$ cat src/rtl/chunked_borrow_subtractor.sv
// rtl/chunked_borrow_subtractor.sv - multi-cycle subtractor, one C_WIDTH chunk per cycle with rippled borrow
// Optional zero flag output z_o: define CHUNKED_BORROW_SUBTRACTOR_ZERO_FLAG_EN.
module chunked_borrow_subtractor #(
  parameter int D_WIDTH = 64,
  parameter int C_WIDTH = 16
) (
  input  logic               clk_i,
  input  logic               rst_i,
  input  logic [D_WIDTH-1:0] a_i,
  input  logic [D_WIDTH-1:0] b_i,
  input  logic               c_i,
  input  logic               in_valid_i,
  output logic               in_ready_o,
  output logic [D_WIDTH-1:0] s_o,
  output logic               c_o,
`ifdef CHUNKED_BORROW_SUBTRACTOR_ZERO_FLAG_EN
  output logic               z_o,
`endif
  output logic               out_valid_o,
  input  logic               out_ready_i
);

  localparam int N     = D_WIDTH / C_WIDTH;
  localparam int CNT_W = (N > 1) ? $clog2(N) : 1;
  localparam logic [CNT_W-1:0] LAST_K = CNT_W'(N - 1);

  typedef enum logic [1:0] {IDLE, CALC, DONE} state_t;

  state_t             state_q, state_d;
  logic [D_WIDTH-1:0] a_q, a_d;
  logic [D_WIDTH-1:0] b_q, b_d;
  logic [D_WIDTH-1:0] s_q, s_d;
  logic               borrow_q, borrow_d;
  logic [CNT_W-1:0]   k_q, k_d;
  logic [C_WIDTH:0]   chunk_diff;
`ifdef CHUNKED_BORROW_SUBTRACTOR_ZERO_FLAG_EN
  logic               z_q, z_d;
`endif

  // Current chunk difference; the extra top bit goes high when the chunk result is negative (borrow out).
  always_comb begin
    chunk_diff = {1'b0, a_q[k_q*C_WIDTH +: C_WIDTH]}
               - {1'b0, b_q[k_q*C_WIDTH +: C_WIDTH]}
               - {{C_WIDTH{1'b0}}, borrow_q};
  end

  // Next-state and datapath updates for the IDLE/CALC/DONE sequence.
  always_comb begin
    state_d  = state_q;
    a_d      = a_q;
    b_d      = b_q;
    s_d      = s_q;
    borrow_d = borrow_q;
    k_d      = k_q;
`ifdef CHUNKED_BORROW_SUBTRACTOR_ZERO_FLAG_EN
    z_d      = z_q;
`endif
    case (state_q)
      IDLE: begin
        if (in_valid_i) begin
          a_d      = a_i;
          b_d      = b_i;
          borrow_d = c_i;
          k_d      = '0;
`ifdef CHUNKED_BORROW_SUBTRACTOR_ZERO_FLAG_EN
          z_d      = 1'b1;
`endif
          state_d  = CALC;
        end
      end
      CALC: begin
        s_d[k_q*C_WIDTH +: C_WIDTH] = chunk_diff[C_WIDTH-1:0];
        borrow_d = chunk_diff[C_WIDTH];
`ifdef CHUNKED_BORROW_SUBTRACTOR_ZERO_FLAG_EN
        z_d      = z_q & (chunk_diff[C_WIDTH-1:0] == '0);
`endif
        if (k_q == LAST_K) begin
          k_d     = '0;
          state_d = DONE;
        end else begin
          k_d     = k_q + 1'b1;
        end
      end
      DONE: begin
        if (out_ready_i) state_d = IDLE;
      end
      default: state_d = IDLE;
    endcase
  end

  // State and datapath registers; reset abandons any operation in flight.
  always_ff @(posedge clk_i or posedge rst_i) begin
    if (rst_i) begin
      state_q  <= IDLE;
      a_q      <= '0;
      b_q      <= '0;
      s_q      <= '0;
      borrow_q <= 1'b0;
      k_q      <= '0;
`ifdef CHUNKED_BORROW_SUBTRACTOR_ZERO_FLAG_EN
      z_q      <= 1'b0;
`endif
    end else begin
      state_q  <= state_d;
      a_q      <= a_d;
      b_q      <= b_d;
      s_q      <= s_d;
      borrow_q <= borrow_d;
      k_q      <= k_d;
`ifdef CHUNKED_BORROW_SUBTRACTOR_ZERO_FLAG_EN
      z_q      <= z_d;
`endif
    end
  end

  assign in_ready_o  = (state_q == IDLE);
  assign out_valid_o = (state_q == DONE);
  assign s_o         = s_q;
  assign c_o         = borrow_q;
`ifdef CHUNKED_BORROW_SUBTRACTOR_ZERO_FLAG_EN
  assign z_o         = z_q;
`endif

endmodule

$ cat config.mk
export PLATFORM = sky130hd
export DESIGN_NAME = chunked_borrow_subtractor
export DESIGN_NICKNAME = d
export VERILOG_FILES = /design/src/rtl/chunked_borrow_subtractor.sv
export SDC_FILE = /design/constraint.sdc
export NUM_CORES = 1
export LEC_CHECK = 0
export CAP_MARGIN = 20
export CORE_ASPECT_RATIO = 1.5
export CORE_MARGIN = 2
export CORE_UTILIZATION = 35
export CTS_BUF_LIST = sky130_fd_sc_hd__clkbuf_2
export DETAILED_ROUTE_END_ITERATION = 6
export DONT_BUFFER_PORTS = 1
export SETUP_SLACK_MARGIN = 0.15
export SKIP_CTS_REPAIR_TIMING = 1
export SYNTH_ARGS = -nofsm -noshare
export SYNTH_HDL_FRONTEND = slang
export SYNTH_SLANG_ARGS = --single-unit
$ cat constraint.sdc
create_clock -name clk_i -period 8.25 [get_ports clk_i]
set_input_delay 1.65 -clock clk_i [delete_from_list [all_inputs] [get_ports clk_i]]
set_output_delay 1.65 -clock clk_i [all_outputs]
set_load 0.05 [all_outputs]
==> out/results.tsv, run 1 <==
metric	value	unit
multiInputGateArea	3966	um2
rr_worst_depth	12	
rows	72	
die_h	203.1	um
post-route-period-util	49.00	%
hold_ws	0.5046	ns
drt_pass1_iterations	4	
hold_violations	0	
critPathMaxFanout	32	
slew_headroom	26.67	%
place_ws	4.157	ns
ys_ff_latch	197	
crit_type	reg2reg	
syn_avg_cell_area	9.620	um2
cp.depth	12	
ant_nets	0	
io_buffers	0	
cp-end-kind	register	
fin_setup_tns	0	ns
grt_usage	17.96	%
grt_pass1_wl	36920	um
max-clock-path-buffers	2	
ctsRootBufferMaster	clkbuf_2	
cts_buffers	17	
gr-total-overflow	0	
area_growth	5.603	%
slowest_delay	0.61	ns
setup_violations	0	
dr.first_iter.drc_count	355	
report.final.slew_viol_count	0	
start_util	35.76	%
path_buf_inv	3	
grt_pass1_vias	6483	
drive_above_1_share	8.682	%
ff_latch_area	4932	um2
crit_arrival	4.82	ns
ios	200	
final_util	37.76	%
rsz0062_at_grt	no	
syn_nets	1130	
synth-async-reset-ratio	100.0	%
die_x	136.7	um
yosysTopAreaCellShare	53.32	%
yosysUniqueCellTypes	39	
critPathTopFamily	buffers and inverters	
synth_ff_type	dfrtp_1	
fillers	2610	
crit_slowest_cell	dfrtp_2	
crit_chain	buf_4, mux4_2, inv_1, fa_1, inv_1, fa_1, and2_1, o211ai_1, a2111oi_0, nor3_1, xor2_1, a22o_1	
synthTopCellsByArea	dfrtp_1, nand2_1, mux4_2	
synth_edf_count	0	
fp.dieArea	27760	um2
hpwlAfterDp	17540	um
cp-start-kind	register	
synth_area_leader_cell	dfrtp_1	
cts.sinks	197	
drc	0	
outcome	completed	
syn_area	9245	um2
whs_path_depth	2	
clock_skew	0.05050	ns
vias	6421	
postSynthCellCount	961	
yosys.area_share.simple	20.14	%
synth-xor-area-share	1.232	%
required	9.03	ns
h-tree-depth	4	
yosys-top-cells-count	nand2_1, dfrtp_1, inv_1	
grt_max_degree	133	
synthAdderAreaFrac	5.035	%
yosysMostFrequentCell	nand2_1	
clock_latency	0.81	ns
num-nets-final	1112	
gp_congestion	0.8755	
hp-class	reg2reg	
worst_pin_slew	1.098	ns
fin_crit	4.042	ns
synth-compound-area-share	8.310	%
worst_slack	4.208	ns
drv_cap	0	
synthMuxAreaShare	8.080	%
synth_top_family_by_area	simple AND/OR/NAND/NOR gates	
cts_tree	built	
vias_per_cell	4.978	
core-area	25850	um2
clock.fmax	247.4	MHz
wl_per_cell	18.66	um
path_clk_slew	0.29	ns
ys_warn_count	0	
synth.yosys.seq_area_share	53.32	%
wl	24080	um
antenna_found_initial	1	
tightest hold or removal path, stage by stage (launching register included):
cell	delay, ns
dfrtp_1	0.40
nand2_1	0.05
nand2_1	0.05
cell usage in the layout (no fill, tap or decap), drive strengths merged, types with 8 or more instances in the layout:
cell type  count
a22o          33
dfrtp        197
a21oi         20
xnor2          8
ha            34
clkbuf        20
inv           54
nand2        431
nor2          10
o21ai         39
mux4          32
flip-flops by register name (all words and copies together), names as in the netlist:
register,count
a_q,64
s_o,64
k_q,2
c_o,1
state_q,2
b_q,64
metrics by stage:
| stage | instances | instance area, um2 |
|---|---|---|
| 2_1_floorplan | 961 | 9245 |
| 3_3_place_gp | 1256 | 9559 |
| 3_5_place_dp | 1256 | 9559 |
| 4_1_cts | 1288 | 9753 |
| 5_1_grt | 1290 | 9763 |
| 6_report | 1290 | 9763 |
layer usage:
| metal | share of wire [%] | track usage (%) |
|---|---|---|
| met2 | 52 | 31.09 |
| met4 | 3.0 | 7.106 |
| met1 | 40 | 21.03 |
| met5 | 0 | 0 |
| met3 | 5.2 | 4.594 |
final timing paths:
kind	startpoint	end	slack (ns)
setup / recovery	k_q[0]	s_o[62]	4.21
hold / removal	b_q[61]	b_q[61]	0.50
setup reg to reg	k_q[0]	s_o[62]	4.21
hold reg to reg	b_q[61]	b_q[61]	0.50
max in group asynchronous	rst_i	k_q[0]	5.92
min in group asynchronous	rst_i	b_q[40]	0.83
kinds of logic (layout without fill, tap and decap cells):
family | after synthesis | after routing
adder cells (fa/ha/maj) | 36 | 36
AO/OA/AOI/OAI | 111 | 111
buffers and inverters | 94 | 89
XOR/XNOR | 13 | 13
flip-flops | 197 | 197
other | 0 | 1
AND/OR/NAND/NOR | 476 | 476
multiplexers | 34 | 34
final cells by class:
cell class	instances	share of cell area, %
Tap cell	333	4.268
Sequential cell	197	50.52
Clock buffer	19	0.9740
Antenna cell	1	0.02563
Timing Repair Buffer	8	0.6151
Inverter	49	1.961
Multi-Input combinational cell	670	40.63
Clock inverter	13	1.012
Power of run 1 is left out: the tool's default activity adds up to more than one toggle a clock period on the data nets, which glitch-free logic cannot reach.
==> run 2: changes to the inputs <==
==> constraint.sdc (replaced) <==
create_clock -name clk_i -period 3.4 [get_ports clk_i]
set_input_delay 0.68 -clock clk_i [delete_from_list [all_inputs] [get_ports clk_i]]
set_output_delay 0.68 -clock clk_i [all_outputs]
set_load 0.05 [all_outputs]
==> run 2 against run 1 <==
- count of clock-buffer cells in the layout shrank 2
- fmax rose by 24%
- non-clock buffer count rose by 185
- critical path depth grew 2
- via count is 15% higher
- die area unchanged
- worst hold slack got worse by 0.19 ns
- routed wire length grew 13%
- largest cell class unchanged
==> out/results.tsv, run 2 (synthesized netlist as in run 1, its figures left out) <==
metric	value	unit	change
outcome	completed		unchanged
report.final.slew_viol_count	0		unchanged
hold_violations	0		unchanged
hpwlAfterDp	18550	um	was 17540 um
vias_per_cell	4.988		was 4.978
gp_congestion	0.9199		was 0.8755
layout_commonest_cell	nand2_1		unchanged
die_h	203.1	um	unchanged
design_area	12000	um2	was 9763 um2
crit_type	reg2reg		unchanged
worst_slack	0.1308	ns	was 4.208 ns
slowest_delay	0.51	ns	was 0.61 ns
crit_arrival	4.00	ns	was 4.82 ns
gr-total-overflow	0		unchanged
wl	27130	um	was 24080 um
ios	200		unchanged
place_ws	0.02365	ns	was 4.157 ns
max-clock-path-buffers	2		unchanged
grt_usage	18.44	%	was 17.96%
area_growth	29.76	%	was 5.603%
cts.sinks	197		unchanged
critPathMaxFanout	8		was 32
post-route-period-util	96.15	%	was 49.00%
wl_met2	14530	um	was 12520 um
hp-class	in2async		was reg2reg
wl_per_cell	18.37	um	was 18.66 um
start_util	35.76	%	unchanged
drc	0		unchanged
wl_met1	10560	um	was 9581 um
grt_pass1_wl	38010	um	was 36920 um
required	4.13	ns	was 9.03 ns
slew_headroom	50.24	%	was 26.67%
setup_violations	0		unchanged
die_x	136.7	um	unchanged
clock_skew	0.03597	ns	was 0.05050 ns
rsz0062_at_grt	yes		was no
clock_latency	0.82	ns	was 0.81 ns
drive_above_1_share	16.48	%	was 8.682%
cts_tree	built		unchanged
crit_chain	buf_4, clkbuf_16, mux4_2, inv_2, ha_1, inv_1, ha_2, o211ai_1, a21oi_2, a2111oi_4, nor3_2, xor2_1, buf_4, a22o_1		was buf_4, mux4_2, inv_1, fa_1, inv_1, fa_1, and2_1, o211ai_1, a2111oi_0, nor3_1, xor2_1, a22o_1
grt_pass1_vias	6705		was 6483
ff_latch_area	4932	um2	unchanged
highest_layer	met4		unchanged
path_common_cell	buf_4		
path_buf_inv	5		was 3
h-tree-depth	4		unchanged
cp-end-kind	register		unchanged
vias	7368		was 6421
final_cell_mix	nand2_1, dfrtp_1, dlygate4sd3_1		was nand2_1, dfrtp_1, inv_1
core-area	25850	um2	unchanged
drt_pass1_iterations	5		was 4
rows	72		unchanged
dr.first_iter.drc_count	447		was 355
fin_crit	3.269	ns	was 4.042 ns
fillers	2391		was 2610
critPathTopFamily	compound AO/OA/AOI/OAI gates		was buffers and inverters
worst_pin_slew	0.7465	ns	was 1.098 ns
cts_buffers	17		unchanged
ctsRootBufferMaster	clkbuf_2		unchanged
num-nets-final	1297		was 1112
cp-start-kind	register		unchanged
met3WireLength	1010	um	was 1258 um
grt_max_degree	72		was 133
crit_slowest_cell	mux4_2		was dfrtp_2
clock.fmax	305.9	MHz	was 247.4 MHz
ant_nets	0		unchanged
io_buffers	0		unchanged
postPlaceCellArea	9878	um2	was 9559 um2
antenna_found_initial	3		was 1
fp.dieArea	27760	um2	unchanged
multiInputGateArea	4238	um2	was 3966 um2
path_clk_slew	0.30	ns	was 0.29 ns
drv_cap	0		unchanged
[run 2: per-layer routing]
layer / up-vias / GRT usage [%]
li1: 3485 / -
met1: 3600 / 21.91
met2: 220 / 32.50
met3: 63 / 3.720
met4: 0 / 6.808
met5: - / 0
[run 2: path summary, 6_finish.rpt]
path,startpoint,endpoint,slack (ns),depth (start not counted)
max,k_q[0],s_o[14],0.13,14
min,rst_i,b_q[56],0.32,2
max reg2reg,k_q[0],s_o[14],0.13,14
min reg2reg,b_q[42],b_q[42],0.51,2
max in group asynchronous,rst_i,k_q[1],2.33,3
min in group clk_i,in_valid_i,b_q[17],0.38,3
[run 2: worst register-to-register path: stages (launching register included)]
cell and delay, ns:
dfrtp_2 0.48, buf_4 0.14, clkbuf_16 0.16, mux4_2 0.51, inv_2 0.08, ha_1 0.23
inv_1 0.08, ha_2 0.32, o211ai_1 0.15, a21oi_2 0.12, a2111oi_4 0.36, nor3_2 0.08
xor2_1 0.15, buf_4 0.15, a22o_1 0.19
[run 2: stage by stage]
stage	util (%)	cells	setup TNS [ns]	hold slack, ns
after floorplan	-	961	0	0.4403
after global placement	38.21	1283	0	0.4536
after detailed placement	38.21	1283	0	0.4587
after CTS	39.18	1315	-0.3097	-0.3914
after global routing	46.40	1477	-0.3358	0.2495
final	46.40	1477	0	0.3189
[run 2: final cells by class]
type / count / share of cell area (%)
clock buffer: 17 / 0.7092
clock inverter: 15 / 1.387
inverter: 49 / 1.606
sequential: 197 / 41.11
antenna: 3 / 0.06258
timing repair buffer: 193 / 16.32
multi-input combinational: 670 / 35.33
tap: 333 / 3.473
Power of run 2 is left out for the same reason.
==> run 3: changes to the inputs <==
--- a/config.mk
+++ b/config.mk
@@ -12,6 +12,7 @@
 export CTS_BUF_LIST = sky130_fd_sc_hd__clkbuf_2
 export DETAILED_ROUTE_END_ITERATION = 6
 export DONT_BUFFER_PORTS = 1
+export RECOVER_POWER = 100
 export SETUP_SLACK_MARGIN = 0.15
 export SKIP_CTS_REPAIR_TIMING = 1
 export SYNTH_ARGS = -nofsm -noshare
==> run 3 against run 2 <==
- the flow now finishes with violations (max-capacitance violations, max-slew violations)
- worst setup slack worse by 0.0041 ns
- via count is 0.24% lower
- critical path type unchanged
- sequential share of layout area is 0.18 points higher
- register-to-register slack hardly changed
- clock skew is 0.00057 ns lower
- global-route usage stayed put
- routed wire length hardly changed
- cell count stayed put
- core utilization is 0.20 points lower
- critical endpoint is now c_o
- count of clock-buffer cells in the layout stayed put
- sequential cell count stayed put
- critical path depth is 2 higher
==> out/results.tsv, run 3 (synthesized netlist as in run 1, its figures left out) <==
metric	value	unit	change
outcome	complete, but fails checks		was completed
violations	max-capacitance violations, max-slew violations		
wl_per_cell	18.35	um	was 18.37 um
gp_congestion	0.9199		unchanged
num-nets-final	1297		unchanged
layout_commonest_cell	nand2_1		unchanged
io_buffers	0		unchanged
cp-end-kind	register		unchanged
hp-class	in2async		unchanged
cts_tree	built		unchanged
final_util	46.20	%	was 46.40%
wl	27110	um	was 27130 um
clock_skew	0.03540	ns	was 0.03597 ns
cts_buffers	17		unchanged
vias	7350		was 7368
fillers	2394		was 2391
hpwlAfterDp	18550	um	unchanged
slew_headroom	-14.56	%	was 50.24%
ctsRootBufferMaster	clkbuf_2		unchanged
rows	72		unchanged
drive_above_1_share	16.39	%	was 16.48%
die_x	136.7	um	unchanged
drt_pass1_iterations	7		was 5
max-clock-path-buffers	2		unchanged
ios	200		unchanged
crit_arrival	4.00	ns	about the same
grt_max_degree	72		unchanged
fin_setup_tns	0	ns	unchanged
critPathMaxFanout	8		unchanged
drv_cap	2		was 0
clock_latency	0.83	ns	was 0.82 ns
ant_nets	0		unchanged
gr-total-overflow	0		unchanged
post-route-period-util	96.27	%	was 96.15%
cts.sinks	197		unchanged
die_h	203.1	um	unchanged
vias_per_cell	4.976		was 4.988
rsz0062_at_grt	yes		unchanged
grt_pass1_wl	38010	um	unchanged
fin_crit	3.273	ns	was 3.269 ns
antenna_found_initial	3		unchanged
hold_violations	0		unchanged
grt_usage	18.44	%	unchanged
start_util	35.76	%	unchanged
area_growth	29.21	%	was 29.76%
required	4.13	ns	about the same
path_clk_slew	0.30	ns	about the same
report.final.slew_viol_count	138		was 0
worst_pin_slew	1.718	ns	was 0.7465 ns
crit_type	reg2reg		unchanged
place_ws	0.02365	ns	unchanged
drc	0		unchanged
cp-start-kind	register		unchanged
grt_pass1_vias	6705		unchanged
dr.first_iter.drc_count	482		was 447
clock.fmax	305.5	MHz	was 305.9 MHz
worst_slack	0.1267	ns	was 0.1308 ns
final_cell_mix	nand2_1, dfrtp_1, dlygate4sd3_1		unchanged
setup_violations	0		unchanged
core-area	25850	um2	unchanged
h-tree-depth	4		unchanged
fp.dieArea	27760	um2	unchanged
run 3: changes by cell type in the layout (fill, tap and decap cells not counted), sizes merged:
cell,before,now
clkbuf,18,22
buf,61,57
run 3: per-stage QoR:
step | hold slack, ns | instances | instance area, um2
final | 0.3615 | 1477 | 11950
after global routing | 0.2929 | 1477 | 11950
after CTS | -0.3914 | 1315 | 10130
after detailed placement | 0.4587 | 1283 | 9878
after global placement | 0.4536 | 1283 | 9878
after floorplan | 0.4403 | 961 | 9278
run 3: area by class of cell:
type                       instances  area (um2)  area share [%]
antenna                            3       7.507         0.06285
inverter                          49       190.2           1.592
timing repair buffer             193        1909           15.98
clock inverter                    15       166.4           1.393
sequential                       197        4932           41.29
tap                              333       416.7           3.488
clock buffer                      17       85.08          0.7123
multi-input combinational        670        4238           35.48
run 3: path summary, 6_finish.rpt:
path	depth (start not counted)	slack, ns	end	from
worst max-delay path	16	0.13	c_o	k_q[0]
max in group asynchronous	3	0.92	k_q[1]	rst_i
worst max register to register	16	0.13	c_o	k_q[0]
worst min register to register	2	0.51	b_q[42]	b_q[42]
worst min-delay path	2	0.36	b_q[24]	rst_i
min in group clk_i	3	0.38	b_q[17]	in_valid_i
run 3: critical path: stages, from the launching register on:
cell      delay, ns
dfrtp_2        0.48
buf_6          0.12
buf_12         0.13
buf_4          0.11
mux4_2         0.49
inv_2          0.07
fa_2           0.19
inv_1          0.06
fa_2           0.34
and2_4         0.15
o211ai_1       0.15
buf_4          0.16
buf_4          0.11
a21oi_1        0.10
o21ai_0        0.23
xor2_1         0.21
a21oi_1        0.09
run 3: per-layer routing:
| metal | up-vias | part of all wire [%] | global-route usage, % | routed length, um |
|---|---|---|---|---|
| li1 | 3481 | - | - | - |
| met1 | 3596 | 39 | 21.91 | 10480 |
| met5 | - | 0 | 0 | 0 |
| met4 | 0 | 3.7 | 6.808 | 1009 |
| met2 | 215 | 54 | 32.50 | 14640 |
| met3 | 58 | 3.6 | 3.720 | 978 |
Power of run 3 is left out for the same reason.
